**src/rtl/prog_loader.sv**
```systemverilog
// prog_loader -- writer side of the program-memory interface.
//
// Fills program memory from a nibble stream. Each program byte arrives as two
// nibbles, instr (high) first and then oprnd (low). Bytes are written at an
// auto-incrementing address that wraps modulo 2^AW. While a load is running,
// cpu_hold keeps the PC/fetch stage stalled.
//
// Optional feature macro: PROG_LOADER_CHECKSUM_EN
//   When defined, two more nibbles (hi, lo) follow the last byte. They carry
//   the expected modulo-256 sum of all written bytes. chk_err reports a
//   mismatch at the end of the load, stays valid until the next start or
//   reset, and is cleared on start.
//
// Ports
//   clk        in   rising-edge clock
//   reset      in   synchronous, active-low reset
//   start      in   begin a load (honoured only when idle)
//   base_addr  in   AW   first write address, captured on start
//   count      in   AW+1 byte count 0..2^AW, captured on start
//   nib_valid  in   nibble source has data
//   nib_in     in   DW/2 nibble data
//   nib_ready  out  loader accepts a nibble this cycle
//   mem_we     out  one-cycle write strobe
//   mem_addr   out  AW write address (holds the last written address)
//   mem_wdata  out  DW write data {hi, lo}
//   busy       out  load in progress
//   cpu_hold   out  same as busy
//   done       out  one-cycle pulse at the end of a load
//   chk_err    out  checksum mismatch (only with PROG_LOADER_CHECKSUM_EN)
module prog_loader #(
  parameter int AW = 12,
  parameter int DW = 8
) (
  input  logic          clk,
  input  logic          reset,
  input  logic          start,
  input  logic [AW-1:0] base_addr,
  input  logic [AW:0]   count,
  input  logic          nib_valid,
  input  logic [DW/2-1:0] nib_in,
  output logic          nib_ready,
  output logic          mem_we,
  output logic [AW-1:0] mem_addr,
  output logic [DW-1:0] mem_wdata,
  output logic          busy,
  output logic          cpu_hold,
  output logic          done
`ifdef PROG_LOADER_CHECKSUM_EN
  ,
  output logic          chk_err
`endif
);

  typedef enum logic [2:0] {
    S_IDLE,
    S_HI,
    S_LO,
    S_WR,
    S_DONE
`ifdef PROG_LOADER_CHECKSUM_EN
    ,
    S_CHK_HI,
    S_CHK_LO
`endif
  } state_t;

  state_t          state;
  logic [AW-1:0]   addr;       // next address to write
  logic [AW:0]     remaining;  // bytes still to write, including the current one
  logic [DW/2-1:0] hi_nib;     // instr nibble waiting for its oprnd partner

`ifdef PROG_LOADER_CHECKSUM_EN
  logic [DW-1:0]   sum;        // running modulo-2^DW sum of written bytes
  logic            chk_ok;     // received checksum matched sum
`endif

  // All outputs are registered and assigned together with the state change,
  // so each output's value always matches the state the FSM is in.
  // busy is the registered form of (state != S_IDLE).
  always_ff @(posedge clk) begin
    if (!reset) begin
      state     <= S_IDLE;
      addr      <= '0;
      remaining <= '0;
      hi_nib    <= '0;
      nib_ready <= 1'b0;
      mem_we    <= 1'b0;
      mem_addr  <= '0;
      mem_wdata <= '0;
      busy      <= 1'b0;
      done      <= 1'b0;
`ifdef PROG_LOADER_CHECKSUM_EN
      sum       <= '0;
      chk_ok    <= 1'b0;
      chk_err   <= 1'b0;
`endif
    end else begin
      done   <= 1'b0;
      mem_we <= 1'b0;
      case (state)
        S_IDLE: begin
          if (start) begin
            addr      <= base_addr;
            remaining <= count;
            busy      <= 1'b1;
`ifdef PROG_LOADER_CHECKSUM_EN
            sum       <= '0;
            chk_err   <= 1'b0;
            nib_ready <= 1'b1;
            // An empty load still collects a checksum, expected to be zero.
            state     <= (count == '0) ? S_CHK_HI : S_HI;
`else
            if (count == '0) begin
              state <= S_DONE;
            end else begin
              state     <= S_HI;
              nib_ready <= 1'b1;
            end
`endif
          end
        end

        S_HI: begin
          if (nib_valid && nib_ready) begin
            hi_nib <= nib_in;
            state  <= S_LO;
          end
        end

        S_LO: begin
          if (nib_valid && nib_ready) begin
            mem_wdata <= {hi_nib, nib_in};
            mem_addr  <= addr;
            mem_we    <= 1'b1;
            nib_ready <= 1'b0;
            state     <= S_WR;
          end
        end

        // The write strobe is high for exactly this one cycle. The address
        // and remaining count advance only as the state leaves S_WR, so
        // mem_addr/mem_wdata stay stable while mem_we is high.
        S_WR: begin
          addr      <= addr + 1'b1;
          remaining <= remaining - 1'b1;
`ifdef PROG_LOADER_CHECKSUM_EN
          sum       <= sum + mem_wdata;
`endif
          if (remaining == {{AW{1'b0}}, 1'b1}) begin
`ifdef PROG_LOADER_CHECKSUM_EN
            state     <= S_CHK_HI;
            nib_ready <= 1'b1;
`else
            state     <= S_DONE;
`endif
          end else begin
            state     <= S_HI;
            nib_ready <= 1'b1;
          end
        end

`ifdef PROG_LOADER_CHECKSUM_EN
        S_CHK_HI: begin
          if (nib_valid && nib_ready) begin
            hi_nib <= nib_in;
            state  <= S_CHK_LO;
          end
        end

        S_CHK_LO: begin
          if (nib_valid && nib_ready) begin
            chk_ok    <= ({hi_nib, nib_in} == sum);
            nib_ready <= 1'b0;
            state     <= S_DONE;
          end
        end
`endif

        // done is raised here, so it is visible in the first idle cycle.
        // busy drops at the same edge.
        S_DONE: begin
          done  <= 1'b1;
          busy  <= 1'b0;
          state <= S_IDLE;
`ifdef PROG_LOADER_CHECKSUM_EN
          chk_err <= ~chk_ok;
`endif
        end

        default: begin
          state     <= S_IDLE;
          nib_ready <= 1'b0;
          busy      <= 1'b0;
        end
      endcase
    end
  end

  assign cpu_hold = busy;

endmodule
```
**config.mk**
```make
export PLATFORM = sky130hd
export DESIGN_NAME = prog_loader
export DESIGN_NICKNAME = d
export VERILOG_FILES = /design/src/rtl/prog_loader.sv
export SDC_FILE = /design/constraint.sdc
export NUM_CORES = 1
export LEC_CHECK = 0
export BUFFER_PORTS_ARGS = -buffer_cell sky130_fd_sc_hd__buf_4
export CELL_PAD_IN_SITES_DETAIL_PLACEMENT = 1
export CELL_PAD_IN_SITES_GLOBAL_PLACEMENT = 2
export CORE_MARGIN = 1.5
export CORE_UTILIZATION = 32
export DETAILED_ROUTE_END_ITERATION = 8
export PLACE_DENSITY = 0.84
export REMOVE_ABC_BUFFERS = 1
export SETUP_SLACK_MARGIN = 0.05
export SLEW_MARGIN = 20
export SYNTH_ARGS = -nofsm -noshare
export SYNTH_HDL_FRONTEND = slang
export SYNTH_SLANG_ARGS = --single-unit
```
**constraint.sdc**
```tcl
create_clock -name clk -period 2.1 [get_ports clk]
set_input_delay 0.21 -clock clk [delete_from_list [all_inputs] [get_ports clk]]
set_output_delay 0.21 -clock clk [all_outputs]
set_load 0.005 [all_outputs]
```
**Word-level counts from Yosys, hierarchy flattened**

Index checks and enable logic that the tools add are counted.

- Equal/unequal tests: 10
- Add/sub/neg operators: 2
- Muxes and demuxes: 19
- Reductions and logical operators: 13
- Bitwise logic cells: 2

Operators with widths:

| operator | count |
|---|---|
| $pmux W13 S2 | 1 |
| $pmux W12 S2 | 1 |
| $mux W3 | 5 |
| $eq A13 B1 Y1 const B | 1 |
| $logic_not A13 Y1 | 1 |
| $mux W13 | 1 |
| $sub A13 B1 Y13 const B | 1 |
| $add A12 B1 Y12 const B | 1 |
| $mux W12 | 1 |
| $pmux W3 S4 | 1 |
| $ne A2 B2 Y1 const B | 5 |
| $reduce_and A2 Y1 | 5 |
| $mux W1 | 7 |
| $eq A3 B2 Y1 const B | 2 |
| $reduce_and A5 Y1 | 1 |
| $pmux W1 S4 | 1 |
| $eq A3 B1 Y1 const B | 1 |
| $eq A3 B3 Y1 const B | 1 |
| $logic_not A3 Y1 | 1 |
| $reduce_and A3 Y1 | 1 |
| $reduce_or A3 Y1 | 1 |
| $not A1 Y1 | 2 |
| $pmux W1 S2 | 1 |
| $reduce_bool A2 Y1 | 1 |
| 2 further kinds | 2 |

- Output and inout port bits: 25
- Register bits after elaboration: 56
- Logic and storage cells: 56
- Input port bits: 33

**Depth between registers and ports, before layout**

Gate-level depths: netlist of run 1.

- Word-level depth: 4
- Depth in mapped cells: 6
- Mapped depth without buffers: 6

**Worst setup path after synthesis of run 1**

No wires, ideal clock.

- Path kind: flip-flop to flip-flop
- Start: reg remaining[0]
- End: reg remaining[8]
- Arrival time: 1524 ps
- Buffers on the path: 0
- Stages on the path, launching flop included: 7
- Period minus slack after synthesis: 1643 ps
- Setup time: 119 ps
- Path slack: 457 ps
- Path through: dfxtp_1 inv_1 ha_1 or3b_2 nor2_1 a31oi_1 o221a_2

- Longest elaborated chain between the ends: 2

RTL lines:

| item | line | source |
|---|---|---|
| start, declared | 69 | `logic [AW:0] remaining;` |
| start signal, assigned | 104 | `remaining <= count;` |
| start signal, assigned | 145 | `remaining <= remaining - 1'b1;` |
| $sub A13 B1 Y13 | 145 |  |
| $pmux W13 S2 | 100 | `case (state)` |

Every way passes these cells.
A chain may end at the register's enable or synchronous reset.

**Worst setup path in the final report of run 1**

- Start: reg state[0]
- End: reg addr[6]

- Longest elaborated chain between the ends: 3
- Elaborated cells on any way between the ends: 6
- Those cells by class: 2 x eq/ne; 1 x mux; 3 x reduce/logical

RTL lines:

| item | line | source |
|---|---|---|
| start, declared | 67 | `state_t state;` |
| start signal, assigned | 82 | `state <= S_IDLE;` |
| start signal, assigned | 114 | `state <= S_DONE;` |
| start signal, assigned | 116 | `state <= S_HI;` |
| $eq A3 B2 Y1 or $logic_not A3 Y1 (tied branches) | 100 |  |
| $reduce_bool A2 Y1 (no source line) or $ne A2 B2 Y1 (tied branches) | -- |  |
| $reduce_and A2 Y1 (no source line) | -- |  |
| end signal, assigned | 103 | `addr <= base_addr;` |
| end signal, assigned | 144 | `addr <= addr + 1'b1;` |
| end, declared | 68 | `logic [AW-1:0] addr;` |

Parallel ways exist; a longest one is shown, timed or not.

==> results of run 1 <==
[synth_stat cells, drive strengths merged (2+ instances only)]
cell     number
o221a         2
a211oi        4
or4           2
nand3        10
a311oi        2
nor4          9
dfxtp        56
o211ai        5
inv           4
or3           2
a2111oi       2
o31a          3
ha            3
buf          12
and3          4
a21oi        44
o22ai         7
o21ai        14
nor3b         4
mux2i         5
a22oi         4
nand2        65
nand2b        2
or4b          2
nor4b         2
clkbuf       13
a31oi         7
and2          5
nor3          8
nor2         28
[layout by cell type (no fill, tap or decap), types with 6 or more instances in the layout]
master    n
dfxtp_1  56
nand2_1  63
o22ai_1   7
a21oi_1  44
nor2_1   27
a31oi_1   7
nand3_1  10
o21ai_0   9
nor3_1    7
buf_4    72
nor4_1    6
[final timing paths]
kind              startpoint      endpoint  slack (ps)  cells past startpoint
setup reg to reg    state[0]       addr[6]         230                      5
hold / removal     nib_in[1]     hi_nib[1]         130                      3
hold reg to reg    hi_nib[2]  mem_wdata[6]         460                      2
setup / recovery    state[0]       addr[6]         230                      5
[final cells by class]
| class | instances | area [um^2] | area share (%) |
|---|---|---|---|
| sequential | 56 | 1121 | 32.35 |
| timing repair buffer | 73 | 560.5 | 16.17 |
| multi-input combinational | 262 | 1545 | 44.58 |
| inverter | 4 | 15.01 | 0.4332 |
| clock buffer | 6 | 72.57 | 2.094 |
| tap | 108 | 135.1 | 3.899 |
| clock inverter | 2 | 16.27 | 0.4693 |
[routing by layer]
layer	up-vias	GRT usage [%]	part of all wire (%)
met2	52	30.77	49
met3	14	3.381	3.7
met4	0	5.463	1.7
met1	1340	23.32	46
met5	-	0	0
li1	1365	-	-
[cells by family (layout without fill, tap and decap cells)]
kind of cell | Yosys count | in the layout | synth area share (%)
AND/OR/NAND/NOR | 149 | 149 | 27.74
AO/OA/AOI/OAI | 104 | 104 | 23.06
flip-flops | 56 | 56 | 39.58
buffers and inverters | 29 | 85 | 6.139
multiplexers | 6 | 6 | 2.164
adder cells (fa/ha/maj) | 3 | 3 | 1.325
[worst max-delay path: cells and delay by family (launching register included)]
family / cells / cell delay [ps]
simple gates: 3 / 780
flops: 1 / 490
compound gates: 1 / 320
buf+inv: 1 / 180
[sequential cells by signal, indices dropped and copies added, names as in the netlist]
name and cells:
done 1, busy 1, remaining 13, mem_addr 12
mem_we 1, state 3, addr 12, nib_ready 1
hi_nib 4, mem_wdata 8
[power by group through the flow]
stage	combinational (mW)	sequential, mW	clock, mW
floorplan	0.212	1.19	0
global placement	0.362	1.20	0
detailed placement	0.372	1.20	0
CTS	0.374	1.18	0.655
global route	0.411	1.19	0.698
finish	0.370	1.18	0.629
[through the flow]
stage | setup slack [ps] | utilization, % | hold WS (ps)
2_1_floorplan | -48.41 | - | 346.0
6_report | 229.1 | 40.13 | 131.0
4_1_cts | 159.7 | 40.10 | 121.6
3_5_place_dp | 190.2 | 39.08 | 447.4
5_1_grt | 128.4 | 40.13 | 127.4
3_3_place_gp | 260.4 | 39.08 | 440.5
==> metrics.txt, run 1 <==
combinational power share between 10% and 20%; Finished Cell Area about 3500 um^2; worst rel slew slack between 60 and 70%; PortBufs 57; filler instances 1062; Final Setup Violations 0; P per Cell Area 629.1 nW/um^2; clk root buf clkbuf_8; asr flop ratio synth 0%; total routed wirelength 8.216 mm; Max stage delay on crit path about 620 ps; Rows 34; Area Growth Syn to Fin 22.35%; Worst-Margin Slew 529.1 ps; I/O pins 58; Max clock buf depth 2; PostCTS Resize Cnt 0; largest net degree at the start of global routing 28; register share of total power a little over half; RSZ-0062 raised after global routing no; drt first-iter violations between 100 and 150; sequential area share after synthesis between 30 and 40%; DIE AREA 9426 um^2; total power 2.180 mW; Setup CP Type flop to flop; Horiz. Die Dim 97.09 um; initial antenna violation count 0; die height between 90 and 100 um; via count roughly 2800; Synth top area share roughly two fifths; Yosys reg bits 56; final antenna-violating net count 0; post-DP HPWL 6.035 mm; number of global-route vias before repair approximately 2800; crit-path max FO 12; hold_buf cts 0; first-pass GRT wire length 13.95 mm; clock share of power between 20% and 30%; Final Max Tran Viols 0; Post-CTS Setup Bufs 0; Final Hold Vio Count 0; DR vias/cell 5.423; clk_lat worst skew approximately 320 ps; Sw Share 29.97%; type of destination of the critical path flop; Yosys cell types 60; synthesized area per cell a little over 8 um^2; setup_tns 0 ps; dominant cell type by area after synthesis dfxtp_1; type of the most critical hold path input port to flop; Psw roughly 0.65 mW; final antenna diode count 0; Placed Cells about 500; 1st-pass router iterations 4; gr ovfl total 0; CTS tree built; Leak Pwr about 1.3 nW; fraction of layout cells with a size suffix above 1 between 20% and 30%; peak supply drop 0.0003407 V; Int Power 1.527 mW; WL/cell 16.08 um; nets 438; Yosys warnings 0; status completed; Critical Path Source Type flop; Residual DRC 0; Post-Syn Area roughly 2800 um^2; gr usage total roughly 18%; period utilisation layout roughly 89%; placed cell area around 3400 um^2; TritonCTS buffer count 5; core area between 8000 and 9000 um^2; Worst Path Arrival between 2000 and 2500 ps; Fin Clk Skew between 8 and 9 ps; critical path's slowest cell or4b_4; predominant post-synthesis flop cell dfxtp_1; most area-consuming cells after synthesis dfxtp_1 40%, nand2_1 8.5%, a21oi_1 7.8%, nor2_1 3.6%, mux2i_1 1.8%; Reg clk slew, reported paths around 110 ps; fmax around 530 MHz; Num Clock Sinks 56; worst path required time about 2300 ps; Mapped Cells ~350; gp weighted congestion 0.8228; min Tclk post-route roughly 1900 ps; starting density of the core approximately 33%; H-tree Lvls 2; worst-path cell chain or4b_4 > nand2_2 > buf_4 > nor2_2 > a2111oi_2; Post-synth EDFFs 0; Finished Layout Cells slightly above 500; MaxCap Viol Count 0
No activity file was read; power rests on OpenSTA's default activity.
==> inputs of run 2 (changes only) <==
--- a/config.mk
+++ b/config.mk
@@ -6,7 +6,7 @@
 export NUM_CORES = 1
 export LEC_CHECK = 0
 export BUFFER_PORTS_ARGS = -buffer_cell sky130_fd_sc_hd__buf_4
-export CELL_PAD_IN_SITES_DETAIL_PLACEMENT = 1
+export CELL_PAD_IN_SITES_DETAIL_PLACEMENT = 2
 export CELL_PAD_IN_SITES_GLOBAL_PLACEMENT = 2
 export CORE_MARGIN = 1.5
 export CORE_UTILIZATION = 32
==> run 2 against run 1 <==
Against the previous run: sequential share of layout area barely moved; sequential power barely moved; cell count did not move; die area did not move.
==> metrics.txt, run 2 (synthesis results as in run 1) <==
nets 438 (unchanged); Final Setup Violations 0 (unchanged); peak supply drop 0.0003014 V (was 0.0003407 V); 1st-pass router iterations 4 (unchanged); Finished Layout Cells 511 (unchanged); commonest non-fill, non-tap cell in the layout buf_4 (unchanged); fraction of layout cells with a size suffix above 1 25.06% (unchanged); MaxCap Viol Count 0 (unchanged); worst rel slew slack 62.91% (was 64.46%); fin worst setup slack 171.9 ps (was 229.1 ps); initial antenna violation count 0 (unchanged); core area 8636 um^2 (unchanged); Horiz. Die Dim 97.09 um (unchanged); clk root buf clkbuf_8 (unchanged); post-DP HPWL 6.669 mm (was 6.035 mm); PostCTS Resize Cnt 0 (unchanged); reg-to-reg setup timing slack 170 ps (was 230 ps); gr ovfl total 0 (unchanged); placed cell area 3374 um^2 (unchanged); Num Clock Sinks 56 (unchanged); Place WS 176.9 ps (was 190.2 ps); Hold WS 135.1 ps (was 131.0 ps); clk_lat worst skew 320 ps (about the same); flip-flop count of the largest register after layout 13 (unchanged); status completed (unchanged); Leak Pwr 1.343 nW (was 1.334 nW); RSZ-0062 raised after global routing no (unchanged); Placed Cells 503 (unchanged); final antenna diode count 0 (unchanged); Fin Clk Skew 8.596 ps (was 8.527 ps); TritonCTS buffer count 5 (unchanged); Worst Path Arrival 2170 ps (was 2090 ps); Worst R2R Path Depth 4 (was 5); fmax 518.6 MHz (was 534.5 MHz); total power 2.217 mW (was 2.180 mW); hold_buf cts 0 (unchanged); WL/cell 17.60 um (was 16.08 um); Max clock buf depth 2 (unchanged); I/O pins 58 (unchanged); type of destination of the critical path flop (unchanged); Critical path origin state[0] (unchanged); P per Cell Area 638.7 nW/um^2 (was 629.1 nW/um^2); min Tclk post-route 1928 ps (was 1871 ps); number of global-route vias before repair 3089 (was 2772); setup_tns 0 ps (unchanged); period utilisation layout 91.81% (was 89.09%); critical path's slowest cell or4b_4 (unchanged); Post-CTS Setup Bufs 0 (unchanged); Core Util, Final 40.19% (was 40.13%); die height 97.09 um (unchanged); Top reg by flops remaining (unchanged); first-pass GRT wire length 15.51 mm (was 13.95 mm); worst-path cell chain or4b_4 > nand2_2 > nand2_1 > o31ai_1 (was or4b_4 > nand2_2 > buf_4 > nor2_2 > a2111oi_2); worst path required time 2340 ps (was 2320 ps); CTS tree built (unchanged); final antenna-violating net count 0 (unchanged); Residual DRC 0 (unchanged); DIE AREA 9426 um^2 (unchanged); RR Startpoint state[0] (unchanged); Critical R2R Capture nib_ready (was addr[6]); Reg clk slew, reported paths 100 ps (was 110 ps); gr usage total 20.13% (was 18.11%); Top Registers remaining x13, addr x12, mem_addr x12 (unchanged); type of the most critical hold path input port to flop (unchanged); Setup CP Type flop to flop (unchanged); commonest non-fill, non-tap cells in the layout 72 x buf_4, 64 x nand2_1, 56 x dfxtp_1, 44 x a21oi_1, 27 x nor2_1 (was 72 x buf_4, 63 x nand2_1, 56 x dfxtp_1, 44 x a21oi_1, 27 x nor2_1); PortBufs 57 (unchanged); Rows 34 (unchanged); gp weighted congestion 0.8228 (unchanged); Final Hold Vio Count 0 (unchanged); DR vias/cell 5.511 (was 5.423); Area Growth Syn to Fin 22.53% (was 22.35%); total routed wirelength 8.994 mm (was 8.216 mm); starting density of the core 32.80% (unchanged); largest net degree at the start of global routing 28 (unchanged); Final Max Tran Viols 0 (unchanged); H-tree Lvls 2 (unchanged); drt first-iter violations 88 (was 119); crit-path max FO 12 (unchanged); Max stage delay on crit path 620 ps (about the same); Finished Cell Area 3471 um^2 (was 3466 um^2); Critical Path Source Type flop (unchanged); Worst-Margin Slew 555.6 ps (was 529.1 ps); via count 2816 (was 2771); Worst Setup EP nib_ready (was addr[6])
-- run 2: how the worst min path moves through the flow --
stage	start	end	slack [ps]	depth (start not counted)
2_1_floorplan	nib_in[0]	mem_wdata[0]	350	2
3_3_place_gp	hi_nib[2]	mem_wdata[6]	440	2
3_5_place_dp	hi_nib[0]	mem_wdata[4]	450	2
4_1_cts	nib_in[1]	hi_nib[1]	120	3
5_1_grt	nib_in[1]	mem_wdata[1]	140	3
6_report	nib_in[1]	hi_nib[1]	140	3
-- run 2: cell type report --
| class | count | area, um^2 |
|---|---|---|
| clock buffer | 6 | 82.58 |
| clock inverter | 2 | 13.76 |
| fill | 997 | 5165 |
| inverter | 4 | 15.01 |
| multi-input combinational | 262 | 1543 |
| sequential | 56 | 1121 |
| tap | 108 | 135.1 |
| timing repair buffer | 73 | 560.5 |
-- run 2: routing by layer --
layer	vias up	share of wire (%)	routed length [um]	track usage [%]
met1	1384	45	4065	25.26
met4	0	0.86	77	5.017
met5	-	0	0	0
met3	8	3.3	301	2.878
met2	62	51	4550	36.15
li1	1362	-	-	-
-- run 2: power breakdown --
part | internal (mW) | switching, mW | total, mW | leakage [nW]
sequential | 1.11 | 0.0742 | 1.18 | 0.456
combinational | 0.178 | 0.200 | 0.378 | 0.836
clock | 0.271 | 0.384 | 0.655 | 0.0516
-- run 2: worst max-delay path, delay by kind of cell (launching register included) --
kind               cells  cell delay (ps)
DFF                    1              490
AOI/OAI and AO/OA      1              320
and+or+nand+nor        3             1030
==> inputs of run 3 (changes only) <==
--- a/config.mk
+++ b/config.mk
@@ -5,11 +5,13 @@
 export SDC_FILE = /design/constraint.sdc
 export NUM_CORES = 1
 export LEC_CHECK = 0
+export ABC_AREA = 1
 export BUFFER_PORTS_ARGS = -buffer_cell sky130_fd_sc_hd__buf_4
 export CELL_PAD_IN_SITES_DETAIL_PLACEMENT = 2
 export CELL_PAD_IN_SITES_GLOBAL_PLACEMENT = 2
+export CORE_ASPECT_RATIO = 1.5
 export CORE_MARGIN = 1.5
-export CORE_UTILIZATION = 32
+export CORE_UTILIZATION = 30
 export DETAILED_ROUTE_END_ITERATION = 8
 export PLACE_DENSITY = 0.84
 export REMOVE_ABC_BUFFERS = 1
==> run 3 against run 2 <==
Against the previous run: combinational power grew to 4.8 times the previous value; non-clock buffer count is 10 lower; critical endpoint is now addr[4]; highest routed layer unchanged; global-route usage is 2.5 points lower; largest cell class unchanged; sequential cell count stayed put.
==> metrics.txt, run 3 <==
type of the most critical hold path input port to flop (unchanged); Synth Area in XOR/XNOR 1.755% (was 0%); hold_buf cts 0 (unchanged); Horiz. Die Dim 84.57 um (was 97.09 um); DR vias/cell 4.967 (was 5.511); Hold WS 150.1 ps (was 135.1 ps); status completed (unchanged); worst rel slew slack 75.57% (was 62.91%); PortBufs 57 (unchanged); largest net degree at the start of global routing 42 (was 28); Critical Path Source Type flop (unchanged); commonest non-fill, non-tap cells in the layout 102 x nand2_1, 67 x nor2_1, 63 x buf_4, 56 x dfxtp_1, 47 x inv_1 (was 72 x buf_4, 64 x nand2_1, 56 x dfxtp_1, 44 x a21oi_1, 27 x nor2_1); TritonCTS buffer count 5 (unchanged); H-tree Lvls 2 (unchanged); top cells by count, synth 102 x nand2_1, 67 x nor2_1, 56 x dfxtp_1 (was 64 x nand2_1, 56 x dfxtp_1, 44 x a21oi_1); filler instances 1194 (was 997); final antenna diode count 0 (unchanged); RSZ-0062 raised after global routing no (unchanged); fmax 579.7 MHz (was 518.6 MHz); gp weighted congestion 0.7724 (was 0.8228); worst path required time 2280 ps (was 2340 ps); Top Registers remaining x13, addr x12, mem_addr x12 (unchanged); flip-flop count of the largest register after layout 13 (unchanged); PostCTS Resize Cnt 0 (unchanged); Fin Clk Skew 5.038 ps (was 8.596 ps); Final Hold Vio Count 0 (unchanged); Worst-Margin Slew 366.5 ps (was 555.6 ps); Reg clk slew, reported paths 80 ps (was 100 ps); asr flop ratio synth 0% (unchanged); setup_tns 0 ps (unchanged); Synth Area in Simple Gates 31.76% (was 27.74%); gr usage total 17.60% (was 20.13%); Post-synth EDFFs 0 (unchanged); mux cell area share after synthesis 0% (was 2.164%); Residual DRC 0 (unchanged); Area Growth Syn to Fin 21.77% (was 22.53%); post-DP HPWL 6.809 mm (was 6.669 mm); DIE AREA 10600 um^2 (was 9426 um^2); Final Setup Violations 0 (unchanged); synthesized area per cell 6.683 um^2 (was 8.163 um^2); clk_lat worst skew 300 ps (was 320 ps); 1st-pass router iterations 4 (unchanged); Post-CTS Setup Bufs 0 (unchanged); predominant post-synthesis flop cell dfxtp_1 (unchanged); post-synthesis compound-gate area fraction 17.59% (was 23.06%); crit-path max FO 25 (was 12); Yosys cell types 35 (was 60); Yosys reg bits 56 (unchanged); CTS tree built (unchanged); Top reg by flops remaining (unchanged); core area 9689 um^2 (was 8636 um^2); sequential cell area 1121 um^2 (unchanged); Synth top area share 37.44% (was 39.58%); most area-consuming cells after synthesis dfxtp_1 37%, nand2_1 13%, nor2_1 8.4%, inv_1 5.9%, o21ai_0 5.9% (was dfxtp_1 40%, nand2_1 8.5%, a21oi_1 7.8%, nor2_1 3.6%, mux2i_1 1.8%); dominant cell type by area after synthesis dfxtp_1 (unchanged); Mapped Cells 448 (was 347); starting density of the core 30.90% (was 32.80%); most common cell in the netlist nand2_1 (unchanged); gr ovfl total 0 (unchanged); period utilisation layout 82.14% (was 91.81%); die height 125.4 um (was 97.09 um); I/O pins 58 (unchanged); peak supply drop 0.0004513 V (was 0.0003014 V); total power 4.212 mW (was 2.217 mW); clk root buf clkbuf_16 (was clkbuf_8); number of global-route vias before repair 3210 (was 3089); Yosys warnings 0 (unchanged); Post-Syn Area 2994 um^2 (was 2833 um^2); nets 535 (was 438); type of destination of the critical path flop (unchanged); Setup CP Type flop to flop (unchanged); final antenna-violating net count 0 (unchanged); sequential area share after synthesis 37.44% (was 39.58%); min Tclk post-route 1725 ps (was 1928 ps); drt first-iter violations 74 (was 88); adder-cell area share of the yosys netlist 1.254% (was 1.325%); total routed wirelength 9.159 mm (was 8.994 mm); largest family of logic cells by synthesized area simple AND/OR/NAND/NOR gates (unchanged); Core Util, Final 37.63% (was 40.19%); initial antenna violation count 0 (unchanged); via count 3055 (was 2816); area of the multi-input gates 1568 um^2 (was 1543 um^2); first-pass GRT wire length 15.30 mm (was 15.51 mm); fraction of layout cells with a size suffix above 1 21.60% (was 25.06%); Max clock buf depth 2 (unchanged); Worst Path Arrival 1900 ps (was 2170 ps); Leak Pwr 1.543 nW (was 1.343 nW); WL/cell 14.89 um (was 17.60 um); Num Clock Sinks 56 (unchanged); Final Max Tran Viols 0 (unchanged); P per Cell Area 1155 nW/um^2 (was 638.7 nW/um^2); MaxCap Viol Count 0 (unchanged); Rows 44 (was 34); commonest non-fill, non-tap cell in the layout nand2_1 (was buf_4)
-- run 3: cell types whose count changed in the layout (fill, tap and decap cells not counted), sizes merged, moves of 5 or more --
cell	change
nor2	+49
inv	+47
nand2	+40
o21ai	+30
nand3	+20
buf	-10
nor4	-9
nor3	-7
o22ai	-7
a31oi	-5
mux2i	-5
o211ai	-5
-- run 3: logic make-up (layout without fill, tap and decap cells) --
group           count (synthesis)  after routing
buf+inv                        70            122
compound gates                 92             92
xor+xnor                        6              6
flops                          56             56
fa+ha+maj                       3              3
simple gates                  221            221
-- run 3: area by class of cell --
class                           instances  area share (%)
Clock buffer                            5           3.432
Sequential cell                        56           30.75
Inverter                               51           5.319
Clock inverter                          3          0.5834
Multi-Input combinational cell        322           43.00
Tap cell                              115           3.946
Timing Repair Buffer                   63           12.97
-- run 3: worst paths after layout --
| kind | from | end | slack, ps | depth (start not counted) |
|---|---|---|---|---|
| hold / removal | nib_in[2] | hi_nib[2] | 150 | 3 |
| hold reg to reg | mem_addr[11] | mem_addr[11] | 450 | 2 |
| setup reg to reg | state[0] | addr[4] | 370 | 7 |
| setup / recovery | state[0] | addr[4] | 370 | 7 |
-- run 3: per-stage QoR --
stage / cell area (um^2) / cells / worst slack [ps]
floorplan: 2883 / 429 / 279.8
global placement: 3500 / 607 / 466.0
detailed placement: 3500 / 607 / 413.9
CTS: 3646 / 615 / 372.5
global route: 3646 / 615 / 234.7
finish: 3646 / 615 / 375.0
-- run 3: power breakdown --
part	internal [mW]	switching [mW]	leakage, nW
Combinational	0.644	1.16	1.02
Clock	0.446	0.424	0.0702
Sequential	1.29	0.248	0.457
Total	2.38	1.83	1.54
-- run 3: layer usage --
layer | vias to the layer above | global-route usage [%] | share of wire [%]
li1 | 1527 | - | -
met1 | 1478 | 19.32 | 40
met2 | 39 | 34.64 | 56
met3 | 11 | 2.178 | 2.4
met4 | 0 | 4.649 | 1.4
met5 | - | 0 | 0
-- run 3: worst max-delay path: stages (launching register included) --
cell and delay (ps):
dfxtp_1 390, nor2_2 240, nand3_2 170, nand2_4 310
buf_4 280, nor2_1 60, o21ai_1 70, a21oi_1 70
